## src/rtl/spi_defs.sv

```systemverilog
// Shared SPI definitions: word width, frame-timing defaults and the arbiter FSM encoding.
// Used by the SPI master, the SPI slave and the transmit arbiter.
package spi_defs;

  localparam int DATA_W_DEF     = 16;
  localparam int GAP_CYCLES_DEF = 4;
  localparam int START_TO_DEF   = 15;

  typedef enum logic [2:0] {
    ST_IDLE      = 3'd0,
    ST_START     = 3'd1,
    ST_WAIT_BUSY = 3'd2,
    ST_WAIT_DONE = 3'd3,
    ST_GAP       = 3'd4
  } state_e;

  // Counter width that can hold 0..max_val-1, never narrower than one bit.
  function automatic int cnt_w(input int max_val);
    return (max_val <= 1) ? 1 : $clog2(max_val);
  endfunction

endpackage

```

## src/rtl/spi_tx_arbiter_if.sv

```systemverilog
// Requester / SPI-master side signals of the transmit arbiter, plus FSM debug taps.
// Handshake: a requester holds i_req and its word until o_ack; o_start/o_done/o_err are one-cycle strobes.
interface spi_tx_arbiter_if
  import spi_defs::*;
#(
  parameter int NUM_REQ = 4,
  parameter int DATA_W  = DATA_W_DEF
);
  localparam int PTR_W = $clog2(NUM_REQ);

  logic [NUM_REQ-1:0]        i_req;
  logic [NUM_REQ*DATA_W-1:0] i_req_data;
  logic [NUM_REQ-1:0]        o_ack;
  logic [DATA_W-1:0]         o_send_data;
  logic                      o_start;
  logic                      i_busy;
  logic                      o_done;
  logic                      o_err;
  logic                      o_idle;
  state_e                    dbg_state;
  logic [PTR_W-1:0]          dbg_ptr;

  modport master (
    input  i_req, i_req_data, i_busy,
    output o_ack, o_send_data, o_start, o_done, o_err, o_idle, dbg_state, dbg_ptr
  );

  modport slave (
    output i_req, i_req_data, i_busy,
    input  o_ack, o_send_data, o_start, o_done, o_err, o_idle, dbg_state, dbg_ptr
  );

endinterface

```

## src/rtl/rr_arbiter.sv

```systemverilog
// Combinational round-robin search: first set req bit after ptr, wrapping, as a one-hot grant.
module rr_arbiter #(
  parameter int N  = 4,
  parameter int PW = $clog2(N)
) (
  input  logic [N-1:0]  req,
  input  logic [PW-1:0] ptr,
  output logic [N-1:0]  grant
);

  logic [PW-1:0] idx;
  logic          found;

  always_comb begin
    grant = '0;
    idx   = '0;
    found = 1'b0;
    // ptr itself is visited last, so the previous winner has lowest priority.
    for (int i = 1; i <= N; i++) begin
      idx = PW'((int'(ptr) + i) % N);
      if (!found && req[idx]) begin
        grant[idx] = 1'b1;
        found      = 1'b1;
      end
    end
  end

endmodule

```

## src/rtl/spi_tx_arbiter.sv

```systemverilog
// Round-robin arbiter feeding one SPI master: picks a requester, strobes o_start/o_ack,
// tracks the frame via i_busy, times out a master that never starts, and enforces an idle gap.
module spi_tx_arbiter
  import spi_defs::*;
#(
  parameter int NUM_REQ    = 4,
  parameter int DATA_W     = DATA_W_DEF,
  parameter int GAP_CYCLES = GAP_CYCLES_DEF,
  parameter int START_TO   = START_TO_DEF
) (
  input  logic             sys_clk,
  input  logic             sys_rst_n,
  spi_tx_arbiter_if.master bus
);

  localparam int PTR_W = $clog2(NUM_REQ);
  localparam int TMR_W = cnt_w(START_TO);
  localparam int GAP_W = cnt_w(GAP_CYCLES);

  state_e             state_q, state_d;
  logic [PTR_W-1:0]   ptr_q, ptr_d;
  logic [DATA_W-1:0]  data_q, data_d;
  logic [TMR_W-1:0]   timer_q, timer_d;
  logic [GAP_W-1:0]   gap_q, gap_d;

  logic [NUM_REQ-1:0] arb_grant;
  logic [PTR_W-1:0]   win_idx;
  logic [DATA_W-1:0]  win_data;

  rr_arbiter #(.N(NUM_REQ), .PW(PTR_W)) u_rr_arbiter (
    .req   (bus.i_req),
    .ptr   (ptr_q),
    .grant (arb_grant)
  );

  always_comb begin
    win_idx  = '0;
    win_data = '0;
    for (int i = 0; i < NUM_REQ; i++) begin
      if (arb_grant[i]) begin
        win_idx  = PTR_W'(i);
        win_data = bus.i_req_data[i*DATA_W +: DATA_W];
      end
    end
  end

  always_ff @(posedge sys_clk or negedge sys_rst_n) begin
    if (!sys_rst_n) begin
      state_q <= ST_IDLE;
      ptr_q   <= PTR_W'(NUM_REQ - 1);
      data_q  <= '0;
      timer_q <= '0;
      gap_q   <= '0;
    end else begin
      state_q <= state_d;
      ptr_q   <= ptr_d;
      data_q  <= data_d;
      timer_q <= timer_d;
      gap_q   <= gap_d;
    end
  end

  // Counters default to zero, so they restart on every state entry and only count while held.
  always_comb begin
    state_d     = state_q;
    ptr_d       = ptr_q;
    data_d      = data_q;
    timer_d     = '0;
    gap_d       = '0;
    bus.o_start = 1'b0;
    bus.o_ack   = '0;
    bus.o_done  = 1'b0;
    bus.o_err   = 1'b0;
    unique case (state_q)
      ST_IDLE: begin
        if (|bus.i_req) begin
          state_d = ST_START;
          ptr_d   = win_idx;
          data_d  = win_data;
        end
      end
      ST_START: begin
        bus.o_start = 1'b1;
        bus.o_ack   = NUM_REQ'(1) << ptr_q;
        state_d     = ST_WAIT_BUSY;
      end
      ST_WAIT_BUSY: begin
        if (bus.i_busy) begin
          state_d = ST_WAIT_DONE;
        end else if (timer_q == TMR_W'(START_TO - 1)) begin
          bus.o_err = 1'b1;
          state_d   = ST_GAP;
        end else begin
          timer_d = timer_q + TMR_W'(1);
        end
      end
      ST_WAIT_DONE: begin
        if (!bus.i_busy) begin
          bus.o_done = 1'b1;
          state_d    = ST_GAP;
        end
      end
      ST_GAP: begin
        if (gap_q == GAP_W'(GAP_CYCLES - 1)) begin
          state_d = ST_IDLE;
        end else begin
          gap_d = gap_q + GAP_W'(1);
        end
      end
      default: state_d = ST_IDLE;
    endcase
  end

  assign bus.o_send_data = data_q;
  assign bus.o_idle      = (state_q == ST_IDLE);
  assign bus.dbg_state   = state_q;
  assign bus.dbg_ptr     = ptr_q;

endmodule
```

## src/flat_wrapper.sv

```systemverilog
// flat-port wrapper written by rule: the top's interface ports become plain ports
module spi_tx_arbiter_flat import spi_defs::*;
#(
  parameter int NUM_REQ    = 4,
  parameter int DATA_W     = DATA_W_DEF,
  parameter int GAP_CYCLES = GAP_CYCLES_DEF,
  parameter int START_TO   = START_TO_DEF
)
  (sys_clk, sys_rst_n, bus_i_req, bus_i_req_data, bus_i_busy, bus_o_ack, bus_o_send_data, bus_o_start, bus_o_done, bus_o_err, bus_o_idle, bus_dbg_state, bus_dbg_ptr);
  spi_tx_arbiter_if #(.NUM_REQ(NUM_REQ), .DATA_W(DATA_W)) bus_i ();
  input  logic sys_clk;
  input  logic sys_rst_n;
  input wire logic [$bits(bus_i.i_req)-1:0] bus_i_req;
  input wire logic [$bits(bus_i.i_req_data)-1:0] bus_i_req_data;
  input wire logic [$bits(bus_i.i_busy)-1:0] bus_i_busy;
  output wire logic [$bits(bus_i.o_ack)-1:0] bus_o_ack;
  output wire logic [$bits(bus_i.o_send_data)-1:0] bus_o_send_data;
  output wire logic [$bits(bus_i.o_start)-1:0] bus_o_start;
  output wire logic [$bits(bus_i.o_done)-1:0] bus_o_done;
  output wire logic [$bits(bus_i.o_err)-1:0] bus_o_err;
  output wire logic [$bits(bus_i.o_idle)-1:0] bus_o_idle;
  output wire logic [$bits(bus_i.dbg_state)-1:0] bus_dbg_state;
  output wire logic [$bits(bus_i.dbg_ptr)-1:0] bus_dbg_ptr;
  assign bus_i.i_req = bus_i_req;
  assign bus_i.i_req_data = bus_i_req_data;
  assign bus_i.i_busy = bus_i_busy;
  assign bus_o_ack = bus_i.o_ack;
  assign bus_o_send_data = bus_i.o_send_data;
  assign bus_o_start = bus_i.o_start;
  assign bus_o_done = bus_i.o_done;
  assign bus_o_err = bus_i.o_err;
  assign bus_o_idle = bus_i.o_idle;
  assign bus_dbg_state = bus_i.dbg_state;
  assign bus_dbg_ptr = bus_i.dbg_ptr;
  spi_tx_arbiter #(.NUM_REQ(NUM_REQ), .DATA_W(DATA_W), .GAP_CYCLES(GAP_CYCLES), .START_TO(START_TO)) u_core (.sys_clk(sys_clk), .sys_rst_n(sys_rst_n), .bus(bus_i));
endmodule
```

## config.mk

```make
export PLATFORM = sky130hd
export DESIGN_NAME = spi_tx_arbiter_flat
export DESIGN_NICKNAME = d
export VERILOG_FILES = /design/src/rtl/spi_defs.sv /design/src/rtl/spi_tx_arbiter_if.sv /design/src/rtl/rr_arbiter.sv /design/src/rtl/spi_tx_arbiter.sv /design/src/flat_wrapper.sv
export SDC_FILE = /design/constraint.sdc
export NUM_CORES = 1
export LEC_CHECK = 0
export BUFFER_PORTS_ARGS = -buffer_cell sky130_fd_sc_hd__buf_4
export CORE_MARGIN = 2
export CORE_UTILIZATION = 52
export CTS_BUF_LIST = sky130_fd_sc_hd__clkbuf_8
export DETAILED_ROUTE_END_ITERATION = 16
export GPL_TIMING_DRIVEN = 0
export PLACE_DENSITY = 0.88
export SYNTH_ARGS = -nofsm -noshare
export SYNTH_HDL_FRONTEND = slang
export SYNTH_SLANG_ARGS = --single-unit
```

## constraint.sdc

```tcl
create_clock -name sys_clk -period 7.86 [get_ports sys_clk]
set_input_delay 1.572 -clock sys_clk [delete_from_list [all_inputs] [get_ports sys_clk]]
set_output_delay 1.572 -clock sys_clk [all_outputs]
set_load 0.005 [all_outputs]
```

==> impl_metrics.json, run 1 <==
{
  "fin_util": 0.749,
  "power.internal_uw": 575,
  "syn-num-nets": 322,
  "cts_tree": "built",
  "yosysTopAreaCell": "dfrtp_1",
  "nNetsFinal": 426,
  "cp-start-kind": "input pin",
  "layout-drive-gt1-share": 0.385,
  "fin_crit_ns": 3.98,
  "design_area_um2": 2970,
  "rsz0062_at_grt": "false",
  "num_rows": 23,
  "swShare": 0.478,
  "clk_latency_ns": 0.28,
  "core_um2": 3970,
  "wire_per_inst_um": 15.9,
  "viasPerCell": 5.76,
  "worst_ep_required_time_ns": 6.29,
  "synth_mux_area_frac": 0.0336,
  "ctsRootBufferMaster": "clkbuf_8",
  "num_io_pins": 100,
  "rr_worst_depth": 11,
  "crit_path_end_kind": "output pin",
  "num_vias": 2265,
  "synth_adder_area_share": 0.0649,
  "die_w_um": 67.9,
  "fin_tns_setup_ns": 0,
  "synth_top_cell_area_share": 0.295,
  "antenna_found_initial": 0,
  "drc": 0,
  "dieArea_um2": 4610,
  "cts.sinks": 27,
  "clkPwrFrac": 0.073,
  "tightest_slew_ns": 0.575,
  "overflow": 0,
  "fin_cells": 393,
  "port_buffers": 99,
  "synth_edf_count": 0,
  "grt_usage": 0.268,
  "fillerInstances": 301,
  "hold_viol": 0,
  "hp-class": "register to register",
  "syn_avg_cell_area_um2": 8.84,
  "numCtsBuffers": 3,
  "holdWs_ns": 0.437,
  "start_util": 0.534,
  "seqCellArea_um2": 678,
  "total_power_mw": 1.10,
  "place_area_um2": 2930,
  "switching_power_uw": 527,
  "power.leakage_nw": 1.38,
  "postLayoutSetupSlackWorst_ns": 3.88,
  "clkTransAtPathRegs_ns": 0.09,
  "synth-xor-area-share": 0.00825,
  "synth_seq_cells": 27,
  "arrival_ns": 2.41,
  "routed_wl_mm": 6.25,
  "ctsHoldBuffers": 0,
  "seq_area_frac_synth": 0.320,
  "num_antenna_cells": 0,
  "finalClockSkew_ns": 0.00550,
  "grt_pass1_wl_mm": 9.37,
  "syn_inst": 240,
  "power_frac_comb": 0.699,
  "slew_headroom": 0.614,
  "drt_iter0_drc": 152,
  "synth_top_cells_by_area": "dfrtp_1 29%, nand2_1 10%, a311o_1 7.5%, ha_1 6.5%, o211ai_2 5.9%",
  "peakVddDrop_mv": 0.198,
  "max_cap_violations": 0,
  "synthFlopType": "dfrtp_1",
  "htreeDepth": 1,
  "async_reset_ff_frac": 1.00,
  "first_global_vias": 2022,
  "status": "finished, final reports clean",
  "period_share": 0.507,
  "path_class": "input pin to output pin",
  "fmax_ghz": 0.251,
  "grt_max_degree": 28,
  "finalSetupViolCount": 0,
  "synth_top_family_by_area": "simple AND/OR/NAND/NOR gates",
  "dpl.hpwl_mm": 4.64,
  "dr.pass1.iters": 4,
  "synth-compound-area-share": 0.234,
  "yosysWarnings": 0,
  "hold_path_depth": 1,
  "slew_violations": 0,
  "powerDensity_nw_per_um2": 371,
  "worstPathMaxFanout": 4,
  "cts_resized": 0,
  "fp.dieH_um": 67.9,
  "pre_cts_ws_ns": 3.83,
  "dp_cells": 389,
  "cts_max_path_buffers": 2,
  "post_cts_buffers": 0,
  "postRouteAntennaNets": 0,
  "pwr-share-seq": 0.228,
  "multi_input_area_um2": 1340,
  "syn_to_final_growth_pct": 40.1,
  "synthSimpleGateAreaFrac": 0.292,
  "place_congestion": 0.839,
  "netlist_area_um2": 2120,
  "yosysUniqueCellTypes": 44
}
cells in the final DEF (no fill, tap or decap), types with 5 or more instances in the layout:
master,synthesis,routed
and2_1,5,5
a311o_1,16,16
nor2_1,28,28
dfrtp_1,25,25
buf_4,2,101
nand3_1,17,17
clkbuf_1,5,5
nand2_1,59,59
o211ai_1,6,6
ha_1,11,11
o211ai_2,10,10
Yosys cell counts, types with 2 or more instances:
cell type  count
and3b_1        2
a21oi_1        3
buf_6          4
nand3b_1       2
nor2_1        28
a311o_1       16
buf_4          2
nand3_1       17
nor3b_1        4
nand2_2        2
nor4bb_1       2
dfstp_2        2
inv_1          3
dfrtp_1       25
mux4_2         2
o211ai_2      10
o211ai_1       6
and2_1         5
nor3_1         3
nand2_1       59
buf_2          2
o21ai_0        4
ha_1          11
clkbuf_1       5
a221o_1        2
power by group through the flow:
stage,registers [mW],clock network (mW),logic [mW]
2_1_floorplan,0.249,0,0.514
3_3_place_gp,0.251,0,0.745
3_5_place_dp,0.252,0,0.766
4_1_cts,0.250,0.0813,0.769
5_1_grt,0.259,0.0878,0.838
6_report,0.251,0.0801,0.771
worst max-delay path, stage by stage:
cell     delay, ns
buf_4         0.12
nor3b_1       0.37
nand4_1       0.14
nor2_1        0.10
buf_4         0.11
flip-flops by register name, summed over array words and instances (netlist names):
name                    flops
u_core.bus.dbg_ptr          2
u_core.bus.dbg_state        3
u_core.timer_q              4
u_core.bus.o_send_data     16
u_core.gap_q                2
worst paths after layout:
path	start	end	slack [ns]
max in group asynchronous	sys_rst_n	u_core.bus.dbg_ptr[1]	6.35
hold reg to reg	u_core.gap_q[0]	u_core.gap_q[0]	0.44
min in group asynchronous	sys_rst_n	u_core.timer_q[0]	1.20
setup reg to reg	u_core.bus.dbg_ptr[0]	u_core.bus.o_send_data[11]	4.13
setup / recovery	bus_i_busy	bus_o_err	3.88
hold / removal	u_core.gap_q[0]	u_core.gap_q[0]	0.44
cell type report:
cell class	instances	share of cell area
multi-input combinational	197	0.452
timing repair buffer	99	0.250
sequential	27	0.228
buffer	13	0.0299
tap	50	0.0210
clock buffer	3	0.0139
inverter	3	0.00379
clock inverter	1	0.00126
per-layer routing:
metal | up-vias | part of all wire | routed length (um) | GRT usage
met1 | 1083 | 0.41 | 2590 | 0.354
li1 | 1080 | - | - | -
met2 | 92 | 0.52 | 3220 | 0.450
met5 | - | 0 | 0 | 0
met3 | 10 | 0.060 | 378 | 0.0395
met4 | 0 | 0.0096 | 60 | 0.0875
logic make-up (layout without fill, tap and decap cells):
kind of cell,count (synthesis),count (layout)
AOI/OAI and AO/OA,50,50
xor gates and xnor gates,2,2
adders and majority gates,11,11
buffers and inverters,16,119
DFF,27,27
muxes,3,3
and+or+nand+nor,131,131
(Power assumes the default switching activity.)
==> run 2: changes to the inputs <==
--- a/config.mk
+++ b/config.mk
@@ -7,11 +7,11 @@
 export LEC_CHECK = 0
 export BUFFER_PORTS_ARGS = -buffer_cell sky130_fd_sc_hd__buf_4
 export CORE_MARGIN = 2
-export CORE_UTILIZATION = 52
+export CORE_UTILIZATION = 48
 export CTS_BUF_LIST = sky130_fd_sc_hd__clkbuf_8
 export DETAILED_ROUTE_END_ITERATION = 16
 export GPL_TIMING_DRIVEN = 0
-export PLACE_DENSITY = 0.88
+export PLACE_DENSITY = 0.82
 export SYNTH_ARGS = -nofsm -noshare
 export SYNTH_HDL_FRONTEND = slang
 export SYNTH_SLANG_ARGS = --single-unit
==> constraint.sdc (replaced) <==
create_clock -name sys_clk -period 3.7 [get_ports sys_clk]
set_input_delay 0.74 -clock sys_clk [delete_from_list [all_inputs] [get_ports sys_clk]]
set_output_delay 0.74 -clock sys_clk [all_outputs]
set_load 0.005 [all_outputs]
==> impl_metrics.json, run 2 (synthesized netlist as in run 1, its figures left out) <==
{
  "cp_num_buf_inv": 4,
  "antenna_found_initial": 0,
  "rsz0062_at_grt": "false",
  "cts.sinks": 27,
  "numCtsBuffers": 3,
  "syn_to_final_growth_pct": 42.0,
  "critPathSlowestCell": "dfstp_2",
  "worstPathMaxFanout": 10,
  "holdWs_ns": 0.372,
  "hp-class": "input pin to async pin",
  "cts_tree": "built",
  "worst_ep_required_time_ns": 3.86,
  "path_class": "register to register",
  "finalSetupViolCount": 0,
  "viasPerCell": 5.63,
  "fp.dieH_um": 70.5,
  "crit_family": "buffers and inverters",
  "hold_viol": 0,
  "grt_pass1_wl_mm": 9.83,
  "postRouteAntennaNets": 0,
  "fin_tns_setup_ns": 0,
  "port_buffers": 99,
  "htreeDepth": 1,
  "overflow": 0,
  "dieArea_um2": 4970,
  "fin_crit_ns": 3.31,
  "final_cell_mix": "106 x buf_4, 59 x nand2_1, 28 x nor2_1",
  "period_share": 0.896,
  "fmax_ghz": 0.302,
  "crit_top_cell": "buf_4",
  "grt_usage": 0.241,
  "fin_util": 0.702,
  "slew_headroom": 0.621,
  "drt_iter0_drc": 126,
  "arrival_ns": 3.48,
  "core_um2": 4290,
  "nNetsFinal": 431,
  "num_io_pins": 100,
  "wire_per_inst_um": 15.3,
  "status": "finished, final reports clean",
  "max_cap_violations": 0,
  "num_rows": 24,
  "die_w_um": 70.5,
  "mostFrequentLayoutCell": "buf_4",
  "postLayoutSetupSlackWorst_ns": 0.386,
  "peakVddDrop_mv": 0.473,
  "pre_cts_ws_ns": 0.132,
  "clk_latency_ns": 0.27,
  "clkTransAtPathRegs_ns": 0.10,
  "fillerInstances": 349,
  "ctsRootBufferMaster": "clkbuf_8",
  "dpl.hpwl_mm": 4.62,
  "largest_reg_flops": 16,
  "crit_path_end_kind": "register",
  "num_vias": 2250,
  "drc": 0,
  "cp-start-kind": "register",
  "ctsHoldBuffers": 0,
  "slew_violations": 0,
  "routed_wl_mm": 6.11,
  "power.leakage_nw": 1.40,
  "cts_max_path_buffers": 2,
  "first_global_vias": 2141,
  "layout-drive-gt1-share": 0.397,
  "tightest_slew_ns": 0.565,
  "num_antenna_cells": 0,
  "place_congestion": 0.890,
  "dr.pass1.iters": 4,
  "powerDensity_nw_per_um2": 789,
  "slowest_delay_ns": 0.62,
  "crit_chain": "buf_4 > inv_1 > ha_1 > mux4_2 > nand2_1 > o21ai_0 > a221oi_2 > buf_4 > buf_1 > a311o_1 > o211ai_2",
  "start_util": 0.494,
  "grt_max_degree": 28,
  "finalClockSkew_ns": 0.00828
}
run 2: path summary, 6_finish.rpt:
kind,slack [ns],cells past startpoint,end,start
max,0.39,11,u_core.bus.o_send_data[10],u_core.bus.dbg_ptr[0]
min,0.37,1,u_core.bus.o_send_data[12],sys_rst_n
max reg2reg,0.39,11,u_core.bus.o_send_data[10],u_core.bus.dbg_ptr[0]
min reg2reg,0.44,1,u_core.gap_q[0],u_core.gap_q[0]
max in group asynchronous,3.02,1,u_core.bus.dbg_ptr[0],sys_rst_n
min in group sys_clk,0.44,1,u_core.gap_q[0],u_core.gap_q[0]
run 2: area by class of cell:
class                           count  area (um2)  area share
Tap cell                           52        65.1      0.0216
Sequential cell                    27         678       0.225
Clock inverter                      1        3.75     0.00125
Clock buffer                        3        41.3      0.0137
Timing Repair Buffer              104         781       0.259
Buffer                             13        90.1      0.0299
Multi-Input combinational cell    197        1340       0.446
Inverter                            3        11.3     0.00374
run 2: power by group:
group	internal (mW)	switching, mW	total [mW]	leakage [nW]
clock network	0.0745	0.0936	0.168	0.0269
logic	0.772	0.906	1.68	1.03
registers	0.425	0.108	0.533	0.342
total	1.27	1.11	2.38	1.40
run 2: timing repair:
item	4_1_cts	5_1_grt
endpoints found under the setup margin	0	16
resized for setup	0	3
buffers inserted	0	5
run 2: per-stage QoR:
step           area, um2  std cells  total power [mW]
3_3_place_gp        2930        391              2.12
2_1_floorplan       2120        240              1.62
3_5_place_dp        2930        391              2.15
4_1_cts             2980        395              2.33
5_1_grt             3010        400              2.57
6_report            3010        400              2.38
run 2: routing by layer:
metal / up-vias / wire [um] / global-route usage
met3: 6 / 358 / 0.0303
met2: 82 / 3040 / 0.403
li1: 1095 / - / -
met4: 0 / 59 / 0.0833
met1: 1067 / 2650 / 0.320
met5: - / 0 / 0
==> run 3: changes to the inputs <==
--- a/config.mk
+++ b/config.mk
@@ -7,11 +7,13 @@
 export LEC_CHECK = 0
 export BUFFER_PORTS_ARGS = -buffer_cell sky130_fd_sc_hd__buf_4
 export CORE_MARGIN = 2
-export CORE_UTILIZATION = 48
+export CORE_UTILIZATION = 49
 export CTS_BUF_LIST = sky130_fd_sc_hd__clkbuf_8
 export DETAILED_ROUTE_END_ITERATION = 16
 export GPL_TIMING_DRIVEN = 0
-export PLACE_DENSITY = 0.82
+export PLACE_DENSITY = 0.83
+export SETUP_SLACK_MARGIN = 0.2
 export SYNTH_ARGS = -nofsm -noshare
 export SYNTH_HDL_FRONTEND = slang
+export SYNTH_HIERARCHICAL = 1
 export SYNTH_SLANG_ARGS = --single-unit
==> impl_metrics.json, run 3 <==
{
  "synth_top_cells_by_area": "dfrtp_1 29%, a21oi_1 9.5%, ha_1 6.4%, a22o_1 5.7%, a31oi_2 5.2%",
  "synthFlopType": "dfrtp_1",
  "dp_cells": 393,
  "fin_tns_setup_ns": 0,
  "fillerInstances": 343,
  "clk_latency_ns": 0.27,
  "first_global_vias": 2094,
  "drt_iter0_drc": 128,
  "hp-class": "input pin to async pin",
  "clkTransAtPathRegs_ns": 0.09,
  "cts_tree": "built",
  "synth_edf_count": 0,
  "rsz0062_at_grt": "false",
  "yosysUniqueCellTypes": 38,
  "antenna_found_initial": 0,
  "routed_wl_mm": 5.85,
  "period_share": 0.903,
  "slew_headroom": 0.579,
  "yosysTopAreaCell": "dfrtp_1",
  "synth_top_cell_area_share": 0.290,
  "num_io_pins": 100,
  "postRouteAntennaNets": 0,
  "final_cell_mix": "107 x buf_4, 41 x a21oi_1, 25 x dfrtp_1",
  "finalClockSkew_ns": 0.00324,
  "num_rows": 24,
  "netlist_area_um2": 2160,
  "syn_to_final_growth_pct": 42.2,
  "place_area_um2": 2970,
  "num_vias": 2206,
  "dpl.hpwl_mm": 4.49,
  "syn_avg_cell_area_um2": 8.91,
  "power.leakage_nw": 1.49,
  "multi_input_area_um2": 1280,
  "arrival_ns": 3.54,
  "num_antenna_cells": 0,
  "seq_area_frac_synth": 0.314,
  "synth_seq_cells": 27,
  "cp-start-kind": "register",
  "ctsRootBufferMaster": "clkbuf_8",
  "fin_crit_ns": 3.34,
  "crit_path_end_kind": "register",
  "tightest_slew_ns": 0.629,
  "htreeDepth": 1,
  "fp.dieH_um": 70.4,
  "ctsHoldBuffers": 0,
  "post-synth-top-count-cell": "a21oi_1",
  "fmax_ghz": 0.299,
  "dieArea_um2": 4950,
  "syn-num-nets": 324,
  "yosysWarnings": 6,
  "hold_viol": 0,
  "cts_max_path_buffers": 2,
  "place_congestion": 0.922,
  "synthTopCellsByCount": "41 x a21oi_1, 25 x dfrtp_1, 23 x inv_1, 22 x nand2_1",
  "grt_max_degree": 28,
  "start_util": 0.502,
  "largest_reg_flops": 16,
  "wire_per_inst_um": 14.5,
  "nNetsFinal": 433,
  "dr.pass1.iters": 4,
  "status": "finished, final reports clean",
  "die_w_um": 70.4,
  "fin_util": 0.714,
  "seqCellArea_um2": 682,
  "worstPathMaxFanout": 10,
  "peakVddDrop_mv": 0.570,
  "viasPerCell": 5.49,
  "worst_ep_required_time_ns": 3.90,
  "grt_usage": 0.235,
  "powerDensity_nw_per_um2": 924,
  "drc": 0,
  "mostFrequentLayoutCell": "buf_4",
  "finalSetupViolCount": 0,
  "syn_inst": 242,
  "path_class": "register to register",
  "fin_cells": 402,
  "cts.sinks": 27,
  "layout-drive-gt1-share": 0.409,
  "port_buffers": 99,
  "slew_violations": 0,
  "async_reset_ff_frac": 1.00,
  "design_area_um2": 3070,
  "overflow": 0,
  "core_um2": 4290,
  "max_cap_violations": 0,
  "grt_pass1_wl_mm": 9.49,
  "numCtsBuffers": 3
}
[run 3: cell types whose count changed after synthesis, moves of 15 or more]
cell,delta
nand2_1,-37
inv_1,+20
a311o_1,-16
nor2_1,-19
nand3_1,-15
a21oi_1,+38
[run 3: kinds of logic (layout without fill, tap and decap cells)]
logic type,after synthesis,in the layout,share of synthesized area
adders and majority gates,11,11,0.0638
muxes,4,4,0.0452
DFF,27,27,0.314
AOI/OAI and AO/OA,81,81,0.258
buffers and inverters,42,150,0.0928
and+or+nand+nor,75,75,0.218
xor gates and xnor gates,2,2,0.00812
[run 3: what timing repair did]
action                                  in CTS  in global routing
setup buffers                                0                  5
gates resized for setup                      5                  8
endpoints found under the setup margin      16                 15
endpoints found under the hold margin        0                  0
[run 3: where the power goes]
| part | internal [mW] | switching [mW] | leakage, nW |
|---|---|---|---|
| logic | 1.04 | 1.11 | 1.14 |
| clock network | 0.0755 | 0.0919 | 0.0255 |
| registers | 0.440 | 0.0862 | 0.323 |
[run 3: cell type report]
type                    count  area share
plain buffers              19      0.0420
clock inverters             1     0.00163
multi-input cells         173       0.417
well taps                  52      0.0212
inverters                  23      0.0281
clock buffers               3      0.0135
repair buffers            104       0.254
flip-flops and latches     27       0.222
[run 3: worst paths after layout]
path / from / endpoint / slack (ns) / cells after the start
max in group asynchronous: sys_rst_n / u_core/bus.dbg_ptr[1] / 3.03 / 1
setup / recovery: u_core/bus.dbg_ptr[0] / u_core/bus.o_send_data[9] / 0.36 / 10
hold / removal: sys_rst_n / u_core/bus.dbg_state[1] / 0.36 / 1
hold reg to reg: u_core/gap_q[0] / u_core/gap_q[0] / 0.45 / 1
setup reg to reg: u_core/bus.dbg_ptr[0] / u_core/bus.o_send_data[9] / 0.36 / 10
min in group sys_clk: u_core/gap_q[0] / u_core/gap_q[0] / 0.45 / 1
[run 3: critical path, cell delays in order, from the launching register on]
cell	delay, ns
dfstp_4	0.66
inv_1	0.09
ha_1	0.33
mux4_1	0.63
nor4b_4	0.32
nand2_1	0.09
o211ai_1	0.29
clkbuf_4	0.36
a21oi_1	0.08
a22o_1	0.23
a31oi_2	0.16
[run 3: routing by layer]
layer	global-route usage	part of all wire	vias up
met3	0.0447	0.052	8
li1	-	-	1086
met1	0.298	0.44	1040
met5	0	0	-
met4	0.0577	0.011	0
met2	0.412	0.50	72
[run 3: metrics by stage]
| stage | power (mW) | hold slack (ns) | worst slack, ns |
|---|---|---|---|
| finish | 2.84 | 0.356 | 0.361 |
| global route | 3.07 | 0.380 | 0.194 |
| CTS | 2.75 | 0.373 | 0.201 |
| detailed placement | 2.56 | 0.441 | 0.102 |
| global placement | 2.51 | 0.423 | 0.119 |
| floorplan | 1.94 | 0.415 | 0.573 |
